===== src/rtl/writeback_arbiter_pkg.sv =====
// Shared types for the register-file writeback path.
// Latency: n/a (types and constants only).
// Backpressure: n/a.
// Contents: data/index widths, grant encoding, {rd,data} writeback request record.
package writeback_arbiter_pkg;

  localparam int DATA_W = 32;
  localparam int ADDR_W = 5;

  typedef enum logic [1:0] {
    GNT_NONE,
    GNT_ALU,
    GNT_FIFO
  } grant_e;

  typedef struct packed {
    logic [ADDR_W-1:0] rd;
    logic [DATA_W-1:0] data;
  } wb_req_t;

endpackage


===== src/rtl/writeback_arbiter_if.sv =====
// Bundle of the writeback arbiter's handshake, scoreboard and register-file signals.
// Latency: n/a (wiring only).
// Backpressure: alu_ready / lu_ready are driven by the arbiter (slave side).
// Ports: alu_* and lu_* result channels, rs1/rs2 scoreboard lookup with busy flags,
//        Reg_write / Write_reg_num / Write_data register file write port.
interface writeback_arbiter_if;
  import writeback_arbiter_pkg::*;

  logic              alu_valid;
  logic [ADDR_W-1:0] alu_rd;
  logic [DATA_W-1:0] alu_data;
  logic              alu_ready;

  logic              lu_valid;
  logic [ADDR_W-1:0] lu_rd;
  logic [DATA_W-1:0] lu_data;
  logic              lu_ready;

  logic [ADDR_W-1:0] rs1;
  logic [ADDR_W-1:0] rs2;
  logic              rs1_busy;
  logic              rs2_busy;

  logic              Reg_write;
  logic [ADDR_W-1:0] Write_reg_num;
  logic [DATA_W-1:0] Write_data;

  // Producer / decode / register-file side.
  modport master (
    output alu_valid, alu_rd, alu_data, lu_valid, lu_rd, lu_data, rs1, rs2,
    input  alu_ready, lu_ready, rs1_busy, rs2_busy, Reg_write, Write_reg_num, Write_data
  );

  // Arbiter side.
  modport slave (
    input  alu_valid, alu_rd, alu_data, lu_valid, lu_rd, lu_data, rs1, rs2,
    output alu_ready, lu_ready, rs1_busy, rs2_busy, Reg_write, Write_reg_num, Write_data
  );

endinterface


===== src/rtl/writeback_arbiter_wb_fifo.sv =====
// Small FIFO of pending long-latency writebacks with per-entry destination match for the scoreboard.
// Latency: entry pushed at edge N is visible at the head from the cycle after edge N (no bypass).
// Backpressure: full asserted at DEPTH entries; pushes while full and pops while empty are ignored.
// Ports: clk/reset, push_vld/push_dat, pop_vld, head_dat, full/empty, rs1/rs2 -> rs1_match/rs2_match.
module writeback_arbiter_wb_fifo
  import writeback_arbiter_pkg::*;
#(
  parameter int DEPTH = 4
) (
  input  logic              clk,
  input  logic              reset,
  input  logic              push_vld,
  input  wb_req_t           push_dat,
  input  logic              pop_vld,
  output wb_req_t           head_dat,
  output logic              full,
  output logic              empty,
  input  logic [ADDR_W-1:0] rs1,
  input  logic [ADDR_W-1:0] rs2,
  output logic [DEPTH-1:0]  rs1_match,
  output logic [DEPTH-1:0]  rs2_match
);

  localparam int PTR_W = $clog2(DEPTH);
  localparam int CNT_W = PTR_W + 1;

  wb_req_t            mem [DEPTH];
  logic [DEPTH-1:0]   ent_vld;
  logic [PTR_W-1:0]   wr_ptr;
  logic [PTR_W-1:0]   rd_ptr;
  logic [CNT_W-1:0]   count;
  logic               push_ok;
  logic               pop_ok;

  assign full     = (count == CNT_W'(DEPTH));
  assign empty    = (count == '0);
  assign push_ok  = push_vld && !full;
  assign pop_ok   = pop_vld && !empty;
  assign head_dat = mem[rd_ptr];

  always_ff @(posedge clk or negedge reset) begin
    if (!reset) begin
      wr_ptr  <= '0;
      rd_ptr  <= '0;
      count   <= '0;
      ent_vld <= '0;
    end else begin
      if (push_ok) begin
        wr_ptr          <= wr_ptr + PTR_W'(1);
        ent_vld[wr_ptr] <= 1'b1;
      end
      // wr_ptr==rd_ptr only when empty (no pop) or full (no push), so these never collide.
      if (pop_ok) begin
        rd_ptr          <= rd_ptr + PTR_W'(1);
        ent_vld[rd_ptr] <= 1'b0;
      end
      case ({push_ok, pop_ok})
        2'b10:   count <= count + CNT_W'(1);
        2'b01:   count <= count - CNT_W'(1);
        default: count <= count;
      endcase
    end
  end

  // Payload storage needs no reset: ent_vld qualifies every read that matters.
  always_ff @(posedge clk) begin
    if (push_ok) begin
      mem[wr_ptr] <= push_dat;
    end
  end

  // ent_vld tracks exactly the occupied slots between rd_ptr and wr_ptr, wrap included.
  always_comb begin
    rs1_match = '0;
    rs2_match = '0;
    for (int i = 0; i < DEPTH; i++) begin
      rs1_match[i] = ent_vld[i] && (mem[i].rd == rs1);
      rs2_match[i] = ent_vld[i] && (mem[i].rd == rs2);
    end
  end

endmodule


===== src/rtl/writeback_arbiter.sv =====
// Register-file write master: merges ALU and buffered long-latency results into one write port.
// Latency: ALU 1 cycle to Reg_write; long-latency at least 2 cycles (push, then pop/write).
// Backpressure: alu_ready drops only on a FIFO grant; lu_ready drops while the FIFO is full.
// Ports: clk, reset (async active-low), bus (writeback_arbiter_if.slave).
module writeback_arbiter
  import writeback_arbiter_pkg::*;
#(
  parameter int DEPTH      = 4,
  parameter int STARVE_MAX = 3
) (
  input  logic                 clk,
  input  logic                 reset,
  writeback_arbiter_if.slave   bus
);

  localparam int STV_W = $clog2(STARVE_MAX + 1);

  grant_e             grant;
  wb_req_t            alu_req;
  wb_req_t            lu_req;
  wb_req_t            head_dat;
  wb_req_t            win_req;
  logic               fifo_full;
  logic               fifo_empty;
  logic               fifo_force;
  logic               push_vld;
  logic               pop_vld;
  logic [DEPTH-1:0]   rs1_match;
  logic [DEPTH-1:0]   rs2_match;
  logic [STV_W-1:0]   starve;

  logic               reg_write_q;
  logic [ADDR_W-1:0]  write_reg_num_q;
  logic [DATA_W-1:0]  write_data_q;

  assign alu_req = '{rd: bus.alu_rd, data: bus.alu_data};
  assign lu_req  = '{rd: bus.lu_rd,  data: bus.lu_data};

  assign push_vld = bus.lu_valid && !fifo_full;
  assign pop_vld  = (grant == GNT_FIFO);

  writeback_arbiter_wb_fifo #(
    .DEPTH (DEPTH)
  ) u_fifo (
    .clk       (clk),
    .reset     (reset),
    .push_vld  (push_vld),
    .push_dat  (lu_req),
    .pop_vld   (pop_vld),
    .head_dat  (head_dat),
    .full      (fifo_full),
    .empty     (fifo_empty),
    .rs1       (bus.rs1),
    .rs2       (bus.rs2),
    .rs1_match (rs1_match),
    .rs2_match (rs2_match)
  );

  // A full FIFO, or a pending head that has lost STARVE_MAX times in a row, pre-empts the ALU.
  assign fifo_force = fifo_full || ((starve == STV_W'(STARVE_MAX)) && !fifo_empty);

  always_comb begin
    grant = GNT_NONE;
    if (fifo_force) begin
      grant = GNT_FIFO;
    end else if (bus.alu_valid) begin
      grant = GNT_ALU;
    end else if (!fifo_empty) begin
      grant = GNT_FIFO;
    end
  end

  assign win_req = (grant == GNT_FIFO) ? head_dat : alu_req;

  always_ff @(posedge clk or negedge reset) begin
    if (!reset) begin
      starve <= '0;
    end else if ((grant == GNT_FIFO) || fifo_empty) begin
      starve <= '0;
    end else if ((grant == GNT_ALU) && (starve != STV_W'(STARVE_MAX))) begin
      starve <= starve + STV_W'(1);
    end
  end

  // Index/data hold while idle: the register file reacts to changes on them.
  always_ff @(posedge clk or negedge reset) begin
    if (!reset) begin
      reg_write_q     <= 1'b0;
      write_reg_num_q <= '0;
      write_data_q    <= '0;
    end else if (grant != GNT_NONE) begin
      reg_write_q     <= (win_req.rd != '0);
      write_reg_num_q <= win_req.rd;
      write_data_q    <= win_req.data;
    end else begin
      reg_write_q     <= 1'b0;
    end
  end

  assign bus.alu_ready     = (grant != GNT_FIFO);
  assign bus.lu_ready      = !fifo_full;
  assign bus.rs1_busy      = (bus.rs1 != '0) && (|rs1_match);
  assign bus.rs2_busy      = (bus.rs2 != '0) && (|rs2_match);
  assign bus.Reg_write     = reg_write_q;
  assign bus.Write_reg_num = write_reg_num_q;
  assign bus.Write_data    = write_data_q;

endmodule


===== src/flat_wrapper.sv =====
// flat-port wrapper written by rule: the top's interface ports become plain ports
module writeback_arbiter_flat import writeback_arbiter_pkg::*;
#(
  parameter int DEPTH      = 4,
  parameter int STARVE_MAX = 3
)
  (clk, reset, bus_alu_valid, bus_alu_rd, bus_alu_data, bus_lu_valid, bus_lu_rd, bus_lu_data, bus_rs1, bus_rs2, bus_alu_ready, bus_lu_ready, bus_rs1_busy, bus_rs2_busy, bus_Reg_write, bus_Write_reg_num, bus_Write_data);
  writeback_arbiter_if bus_i ();
  input  logic clk;
  input  logic reset;
  input wire logic [$bits(bus_i.alu_valid)-1:0] bus_alu_valid;
  input wire logic [$bits(bus_i.alu_rd)-1:0] bus_alu_rd;
  input wire logic [$bits(bus_i.alu_data)-1:0] bus_alu_data;
  input wire logic [$bits(bus_i.lu_valid)-1:0] bus_lu_valid;
  input wire logic [$bits(bus_i.lu_rd)-1:0] bus_lu_rd;
  input wire logic [$bits(bus_i.lu_data)-1:0] bus_lu_data;
  input wire logic [$bits(bus_i.rs1)-1:0] bus_rs1;
  input wire logic [$bits(bus_i.rs2)-1:0] bus_rs2;
  output wire logic [$bits(bus_i.alu_ready)-1:0] bus_alu_ready;
  output wire logic [$bits(bus_i.lu_ready)-1:0] bus_lu_ready;
  output wire logic [$bits(bus_i.rs1_busy)-1:0] bus_rs1_busy;
  output wire logic [$bits(bus_i.rs2_busy)-1:0] bus_rs2_busy;
  output wire logic [$bits(bus_i.Reg_write)-1:0] bus_Reg_write;
  output wire logic [$bits(bus_i.Write_reg_num)-1:0] bus_Write_reg_num;
  output wire logic [$bits(bus_i.Write_data)-1:0] bus_Write_data;
  assign bus_i.alu_valid = bus_alu_valid;
  assign bus_i.alu_rd = bus_alu_rd;
  assign bus_i.alu_data = bus_alu_data;
  assign bus_i.lu_valid = bus_lu_valid;
  assign bus_i.lu_rd = bus_lu_rd;
  assign bus_i.lu_data = bus_lu_data;
  assign bus_i.rs1 = bus_rs1;
  assign bus_i.rs2 = bus_rs2;
  assign bus_alu_ready = bus_i.alu_ready;
  assign bus_lu_ready = bus_i.lu_ready;
  assign bus_rs1_busy = bus_i.rs1_busy;
  assign bus_rs2_busy = bus_i.rs2_busy;
  assign bus_Reg_write = bus_i.Reg_write;
  assign bus_Write_reg_num = bus_i.Write_reg_num;
  assign bus_Write_data = bus_i.Write_data;
  writeback_arbiter #(.DEPTH(DEPTH), .STARVE_MAX(STARVE_MAX)) u_core (.clk(clk), .reset(reset), .bus(bus_i));
endmodule

===== config.mk =====
export PLATFORM = sky130hd
export DESIGN_NAME = writeback_arbiter_flat
export DESIGN_NICKNAME = d
export VERILOG_FILES = /design/src/rtl/writeback_arbiter_pkg.sv /design/src/rtl/writeback_arbiter_if.sv /design/src/rtl/writeback_arbiter_wb_fifo.sv /design/src/rtl/writeback_arbiter.sv /design/src/flat_wrapper.sv
export SDC_FILE = /design/constraint.sdc
export NUM_CORES = 1
export LEC_CHECK = 0
export CORE_MARGIN = 8
export CORE_UTILIZATION = 53
export CTS_CLUSTER_DIAMETER = 30
export DETAILED_ROUTE_END_ITERATION = 12
export GPL_ROUTABILITY_DRIVEN = 0
export PLACE_DENSITY = 0.79
export SETUP_SLACK_MARGIN = 0.1
export SLEW_MARGIN = 0
export SYNTH_ARGS = -nofsm -noshare
export SYNTH_HDL_FRONTEND = slang
export SYNTH_SLANG_ARGS = --single-unit

===== constraint.sdc =====
create_clock -name clk -period 2.6 [get_ports clk]
set_input_delay 0.52 -clock clk [delete_from_list [all_inputs] [get_ports clk]]
set_output_delay 0.52 -clock clk [all_outputs]
set_load 0.005 [all_outputs]

==> reports/metrics.cfg <==
[run_status]
outcome=finished clean

[synth]
synthArstFlopShare_pct=25.63
synth_top_flop_cell=edfxtp_1
ys_warn_count=0
netlist_area_sq_um=8134
synthCells=493
yosysSeqAreaShare_pct=70.33
synth_seq_cells=199
synth_nets=592
avgSynthCellArea_sq_um=16.50
ys_types=33
synth_edf_count=148

[placed_design]
port-buffer-count=129
place_inst=800
post-dp-hpwl_um=12010

[finish]
seqCellArea_sq_um=5724
drive_above_1_share_pct=17.91
fillers=1000
final-instance-count-excl-fill=847
diodes=0
multiInputGateArea_sq_um=2310
area_growth_pct=28.64
layout.nets=745

[critical_path]
cp_max_fo=3
crit_arrival_ns=1.91
ff2ff_path_depth=11
reg2reg_slack_ns=0.28
regToRegStartpoint=u_core.u_fifo.count[1]
end_kind=primary output
r2r-end=u_core.u_fifo.count[2]
crit_type=reg2out
cp-start-kind=flop
cp-startpoint=u_core.u_fifo.mem[1][34]
cp.required_ns=2.08

[job]
maxCapViolCount=0

[power]
sw_frac_of_total_pct=30.38
ir_worst_vdd_mv=0.5827
seq_power_share_pct=43.2
p_int_mw=7.798
power.switching_mw=3.403
powerDensity_nw_per_um2=1070
p_leak_nw=3.886
combPwrFrac_pct=34.3
clockPowerShare_pct=22.5

[clock_network]
clk_pin_slew_ns=0.06
cts.sinks=199
holdBufCountCts=0
cts-root-buf=clkbuf_16
cts_tree=yes
clk_latency_ns=0.43
cts_made_buffers=17
htree_levels=4
clockBufferDepth=2

[floorplan]
die_y_um=139.9
io_pins=130
die_x_um=139.9
dieArea_sq_um=19570
core-area_sq_um=15090
placementRows=45
start_util_pct=53.91

[detailed_routing]
drc_errors=0
wirelength_um=17820
first_pass_iters=4
num_vias=4810
route.detailed.wl_per_inst_um=21.04
vias_per_cell=5.679
drtAntennaViolNets=0
drt_iter0_markers=352

[global_routing]
grt_max_degree=39
grt_overflow=0
grtUsageTotal_pct=18.84
grt_pass1_vias=5058
grt_pass1_wl_um=27790
grt_antenna_before_repair=0

[timing]
hold_slack_ns=0.1498
tightest_slew_ns=0.9137
fmax_ghz=0.4115
rsz0062_at_grt=yes
setup-tns-final_ns=0
finalMaxSlewViolations=0
fin_crit_sh_pct=93.47
setup_viol=0
max-slew-margin-rel_pct=38.94
fin_worst_skew_ns=0.01243
finalCriticalPeriod_ns=2.430
hold_viol=0

[hold_path]
min-delay-path-class=in2async

[routing by layer]
metal	global-route usage [%]	wire, um
met4	8.629	431
met3	4.822	1012
met1	23.26	7276
met2	30.77	9099
met5	0	0
[synthesized netlist by cell type, types with 8 or more instances]
library cell,n,area [sq um]
nor2_1,9,33.78
ha_1,10,125.1
inv_1,10,37.54
xnor2_1,11,96.34
a22oi_1,32,240.2
nor4_1,8,50.05
mux4_2,37,833.3
edfxtp_1,148,4444
dfrtp_1,51,1276
xor2_1,34,297.8
clkbuf_1,19,71.32
nand3_1,10,50.05
nand2_1,66,247.7
[stage by stage]
| step | power, mW | util (%) | setup slack (ns) | instance area [sq um] |
|---|---|---|---|---|
| after floorplan | 6.977 | - | 0.2327 | 8134 |
| after global placement | 8.533 | 64.71 | -0.2529 | 9764 |
| after detailed placement | 8.705 | 64.71 | -0.4053 | 9764 |
| after CTS | 11.29 | 69.03 | 0.002626 | 10420 |
| after global routing | 11.81 | 69.34 | 0.09213 | 10460 |
| final | 11.20 | 69.34 | 0.1698 | 10460 |
[state kept, by name (all words and copies together), names as in the netlist]
name and cells:
u_core.bus.Reg_write 1, u_core.u_fifo.ent_vld 4, u_core.starve 2, u_core.bus.Write_reg_num 5
u_core.u_fifo.count 3, u_core.u_fifo.mem 148, u_core.bus.Write_data 32, u_core.u_fifo.rd_ptr 2
u_core.u_fifo.wr_ptr 2
[cell usage in the layout (no fill, tap or decap), types with 11 or more instances in the layout]
master and instances:
buf_4 29, clkdlybuf4s50_1 116, a22oi_1 32, mux4_2 37, nand2_1 66, xor2_1 34, dfrtp_1 48, xnor2_1 11
edfxtp_1 148, clkbuf_16 17
[worst max path at each step]
stage / end / slack (ns) / depth (start not counted)
floorplan: u_core.u_fifo.count[2] / 0.23 / 10
global placement: bus_rs2_busy / -0.25 / 7
detailed placement: bus_rs2_busy / -0.41 / 7
CTS: bus_rs2_busy / 0.003 / 7
global route: bus_rs1_busy / 0.09 / 7
finish: bus_rs1_busy / 0.17 / 7
[area by class of cell]
| cell class | count | share of cell area (%) |
|---|---|---|
| sequential | 199 | 54.71 |
| clock inverter | 11 | 1.196 |
| inverter | 11 | 0.3946 |
| multi-input combinational | 253 | 22.07 |
| timing repair buffer | 164 | 15.17 |
| tap | 188 | 2.248 |
| clock buffer | 21 | 4.209 |
[repair_timing]
| item | 4_1_cts | 5_1_grt |
|---|---|---|
| gates resized for setup | 15 | 11 |
| endpoints found under the setup margin | 3 | 4 |
| buffers inserted | 11 | 4 |
| pin swaps | 8 | 9 |
[kinds of logic (layout without fill, tap and decap cells)]
kind of cell	after synthesis	in the layout	synth area share, %
adders and majority gates	11	11	1.784
xor gates and xnor gates	45	45	4.845
and+or+nand+nor	107	107	5.830
buffers and inverters	41	207	2.077
DFF	199	199	70.33
AOI/OAI and AO/OA	47	47	4.153
muxes	43	43	10.98
[critical path: stages (launching register included)]
cell and delay (ns):
edfxtp_1 0.45, buf_6 0.15, xor2_1 0.15, nor4_1 0.32, nand3_1 0.11, nand4_1 0.09
o21a_1 0.11, buf_2 0.11
[power groups by stage]
stage / clock network [mW] / registers [mW] / logic, mW
after global routing: 2.70 / 4.94 / 4.18
final: 2.52 / 4.84 / 3.84
after global placement: 0 / 4.86 / 3.67
after detailed placement: 0 / 4.92 / 3.79
after floorplan: 0 / 4.75 / 2.23
after CTS: 2.56 / 4.85 / 3.88
No activity file was read; power rests on OpenSTA's default activity.
